==> config.mk <==
export PLATFORM = sky130hd
export DESIGN_NAME = clkgate_idle_ctrl
export DESIGN_NICKNAME = d
export VERILOG_FILES = /design/src/rtl/clkgate_idle_ctrl_pkg.sv /design/src/rtl/clkgate_idle_ctrl.sv
export SDC_FILE = /design/constraint.sdc
export NUM_CORES = 1
export LEC_CHECK = 0
export ABC_AREA = 1
export BUFFER_PORTS_ARGS = -buffer_cell sky130_fd_sc_hd__buf_2
export CORE_AREA = 4 4 41 43
export DETAILED_ROUTE_END_ITERATION = 16
export DIE_AREA = 0 0 45 47
export PLACE_DENSITY = 0.61
export SYNTH_ARGS = -nofsm -noshare
export SYNTH_HDL_FRONTEND = slang
export SYNTH_SLANG_ARGS = --single-unit
==> constraint.sdc <==
create_clock -name clk -period 1.45 [get_ports clk]
set_input_delay 0.29 -clock clk [delete_from_list [all_inputs] [get_ports clk]]
set_output_delay 0.29 -clock clk [all_outputs]
set_load 0.005 [all_outputs]
==> src/rtl/clkgate_idle_ctrl_pkg.sv <==
// Shared helper for sizing the idle/wake down-counter.
package clkgate_idle_ctrl_pkg;

    // Width needed to hold the larger of the two reload values (count-1),
    // never narrower than one bit so a 1/1 configuration still has a counter.
    function automatic int cnt_width(input int idle_cycles, input int wake_cycles);
        int max_cycles;
        int width;
        max_cycles = (idle_cycles > wake_cycles) ? idle_cycles : wake_cycles;
        width      = $clog2(max_cycles);
        return (width < 1) ? 1 : width;
    endfunction

endpackage

==> src/rtl/clkgate_idle_ctrl.sv <==
// Idle-detect clock-gate controller. Watches activity from the gated domain,
// drops clk_en after a run of idle cycles, and sequences a settled wake-up.
// Runs entirely on the free-running clk; the clock-gate cell lives in the parent.
module clkgate_idle_ctrl
    import clkgate_idle_ctrl_pkg::*;
#(
    parameter int IDLE_CYCLES = 16,
    parameter int WAKE_CYCLES = 2
) (
    input  logic clk,
    input  logic rst_n,
    input  logic busy,
    input  logic wake_req,
    input  logic force_on,
    input  logic sleep_allow,
    output logic clk_en,
    output logic awake
);

    localparam int CNT_W = cnt_width(IDLE_CYCLES, WAKE_CYCLES);

    localparam logic [CNT_W-1:0] IDLE_LOAD = CNT_W'(IDLE_CYCLES - 1);
    localparam logic [CNT_W-1:0] WAKE_LOAD = CNT_W'(WAKE_CYCLES - 1);

    typedef enum logic [1:0] {
        RUN   = 2'd0,
        IDLE  = 2'd1,
        GATED = 2'd2,
        WAKE  = 2'd3
    } state_t;

    state_t           state_reg;
    state_t           state_next;
    logic [CNT_W-1:0] cnt_reg;
    logic [CNT_W-1:0] cnt_next;
    logic             clk_en_reg;
    logic             clk_en_next;
    logic             awake_reg;
    logic             awake_next;
    logic             idle;

    assign idle = !busy && !wake_req && !force_on && sleep_allow;

    // Next-state, counter and output decode; outputs are decoded from the
    // next state so the registered copies line up with the state register.
    always_comb begin
        state_next = state_reg;
        cnt_next   = cnt_reg;
        case (state_reg)
            RUN: begin
                if (idle) begin
                    state_next = IDLE;
                    cnt_next   = IDLE_LOAD;
                end
            end
            IDLE: begin
                // Losing idle takes priority over an expiring count.
                if (!idle) begin
                    state_next = RUN;
                end else if (cnt_reg == '0) begin
                    state_next = GATED;
                end else begin
                    cnt_next = cnt_reg - CNT_W'(1);
                end
            end
            GATED: begin
                // busy is frozen with the gated clock and sleep_allow alone
                // is not a wake source; only explicit requests count here.
                if (wake_req || force_on) begin
                    state_next = WAKE;
                    cnt_next   = WAKE_LOAD;
                end
            end
            WAKE: begin
                // Wake always completes so the gated domain sees a full
                // settle period before awake is reported.
                if (cnt_reg == '0) begin
                    state_next = RUN;
                end else begin
                    cnt_next = cnt_reg - CNT_W'(1);
                end
            end
            default: begin
                state_next = RUN;
                cnt_next   = '0;
            end
        endcase
        clk_en_next = (state_next != GATED);
        awake_next  = (state_next == RUN) || (state_next == IDLE);
    end

    // State, counter and output flops; reset leaves the clock running.
    always_ff @(posedge clk or negedge rst_n) begin
        if (!rst_n) begin
            state_reg  <= RUN;
            cnt_reg    <= '0;
            clk_en_reg <= 1'b1;
            awake_reg  <= 1'b1;
        end else begin
            state_reg  <= state_next;
            cnt_reg    <= cnt_next;
            clk_en_reg <= clk_en_next;
            awake_reg  <= awake_next;
        end
    end

    assign clk_en = clk_en_reg;
    assign awake  = awake_reg;

endmodule
==> results.yml <==
outcome:
  outcome: "finished clean"
routing:
  drtIter0Drc: 6
  drc_errors: 0
  wl_per_cell_um: 9.77
  wirelength_um: 791
  vias: 370
  ant_nets: 0
  first_pass_iters: 4
  viasPerCell: 4.57
final_layout:
  antennaDiodeCount: 0
  largest_reg_flops: 4
  areaGrowthSynthToFinish_pct: 21.4
  drive_gt1_frac: 0.227
  fin_nets: 74
floorplan:
  core_mm2: 0.00130
  die_x_um: 45
  die_y_um: 47
  initial_utilization: 0.323
  rows: 13
  die_area_mm2: 0.00212
  io_pins: 8
placement:
  post-dp-hpwl_um: 638
  gp_congestion: 0.829
  place.port_buffers: 7
synth:
  ys_seq_elements: 8
  ys_seq_area_frac: 0.482
  synth_top_area_cell: "dfrtp_1"
  synth_area_um2: 420
  avgSynthCellArea_um2: 7.79
  yosys-top-cells-area: "dfrtp_1 (36%), nand2_1 (18%), dfstp_2 (13%), inv_1 (8.0%), nand3_1 (6.0%)"
  ys.flop_type: "dfrtp_1"
  synth_nets: 61
  synth_most_common_cell: "nand2_1"
  synth_edf_count: 0
  yosysWarnings: 0
  syn_inst: 54
  ys_async_sr_fraction: 1.00
  yosys-top-cells-count: "nand2_1 (20), inv_1 (9), dfrtp_1 (6)"
  synth_top_area_share: 0.357
  ys_types: 14
power:
  p_total_uw: 784
  p_leak_nw: 0.278
  power.density_mw_per_mm2: 1540
  irDropWorstVdd_mv: 0.847
sta:
  hold_violations: 0
  skew_ns: 0.00749
  tns_ns: 0
  slew_headroom: 0.851
  finalMaxSlewViolations: 0
  worst_slew_pin_slew_ns: 0.223
  max_freq_mhz: 739
  period_minus_slack_ns: 1.35
  fin_hold_ws_ns: 0.397
  fin_crit_sh: 0.933
  finalSetupViolCount: 0
  rsz0062_at_grt: "false"
setup_path:
  cp-start-kind: "register"
  worst-setup-path-type: "register to register"
  cp_data_arrival_time_ns: 1.50
  r2r_slack_ns: 0.1
  reg2reg_depth: 6
  worstReg2RegStart: "cnt_reg[0]$_DFFE_PN0P_"
  cp.required_ns: 1.60
  crit_path_max_fanout: 4
  reg2reg_to: "state_reg[1]$_DFF_PN0_"
  worstSetupEndpointType: "register"
global_routing:
  antenna_found_initial: 0
  grt_overflow: 0
  grt_pass1_wl_um: 1420
  grt_max_degree: 9
  grt_pass1_vias: 341
  grt_usage: 0.0971
clock_tree:
  cts_buffers: 3
  cts_tree: "yes"
  clock-sinks: 8
  clkTransAtPathRegs_ns: 0.06
  clock_latency_ns: 0.26
  cts.path.max_buffers: 2
  cts_root_buffer: "clkbuf_4"
  htreeDepth: 1
hold_path:
  hold_class: "input port to async pin"
run:
  maxCapViolations: 0
critical path: stages, from the launching register on:
cell and delay (ns):
dfrtp_1 0.39, inv_1 0.11, ha_1 0.22, nand4_2 0.15
or2_1 0.26, nand2_2 0.09, inv_1 0.04
cells in the final DEF (no fill, tap or decap):
cell,n
nand2_1,20
buf_2,7
inv_1,9
o21ai_0,2
dlygate4sd3_1,1
dfrtp_1,6
xnor2_1,1
nand4_2,1
clkbuf_1,1
ha_1,1
nor2_1,3
dfstp_2,2
clkbuf_4,3
nand2_2,1
nand3_1,5
o21ai_1,1
nor2_4,1
or2_1,1
worst max-delay path by stage:
| stage | start | to |
|---|---|---|
| final | cnt_reg[0]$_DFFE_PN0P_ | state_reg[1]$_DFF_PN0_ |
| after global routing | cnt_reg[0]$_DFFE_PN0P_ | state_reg[1]$_DFF_PN0_ |
| after CTS | cnt_reg[0]$_DFFE_PN0P_ | state_reg[1]$_DFF_PN0_ |
| after detailed placement | cnt_reg[0]$_DFFE_PN0P_ | state_reg[1]$_DFF_PN0_ |
| after global placement | cnt_reg[0]$_DFFE_PN0P_ | state_reg[1]$_DFF_PN0_ |
| after floorplan | cnt_reg[0]$_DFFE_PN0P_ | state_reg[1]$_DFF_PN0_ |
final cells by class:
| class | count | area (um^2) |
|---|---|---|
| clock buffer | 4 | 26.3 |
| inverter | 9 | 33.8 |
| sequential | 8 | 203 |
| fill | 142 | 791 |
| tap | 15 | 18.8 |
| multi-input combinational | 37 | 184 |
| timing repair buffer | 8 | 45.0 |
power by group:
| group | internal [mW] | switching, mW |
|---|---|---|
| sequential | 0.294 | 0.0555 |
| clock | 0.105 | 0.0768 |
| combinational | 0.104 | 0.148 |
layer usage:
layer	vias up	routed length, um	track usage
met3	3	55	0.0307
met5	-	0	0
met2	9	353	0.150
li1	190	-	-
met4	0	22	0.0702
met1	168	360	0.114
stage by stage:
stage | worst slack [ns] | utilization | instance area (um^2) | cells
4_1_cts | 0.0920 | 0.392 | 510 | 81
3_5_place_dp | 0.105 | 0.364 | 474 | 76
5_1_grt | 0.00681 | 0.392 | 510 | 81
6_report | 0.0976 | 0.392 | 510 | 81
3_3_place_gp | 0.145 | 0.364 | 474 | 76
2_1_floorplan | 0.221 | - | 420 | 54
repair_timing:
action                                  in CTS  in global routing
gates resized for setup                      0                  0
hold buffers                                 1                  0
endpoints found under the setup margin       0                  0
hold endpoints to repair                     6                  0
buffers inserted                             0                  0
cell families (layout without fill, tap and decap cells):
family | Yosys count | in the layout | share of synthesized area
buffers and inverters | 9 | 21 | 0.0804
flip-flops | 8 | 8 | 0.482
AND/OR/NAND/NOR | 32 | 32 | 0.351
adder cells (fa/ha/maj) | 1 | 1 | 0.0298
AO/OA/AOI/OAI | 3 | 3 | 0.0357
XOR/XNOR | 1 | 1 | 0.0208
No activity file was read; power rests on OpenSTA's default activity.
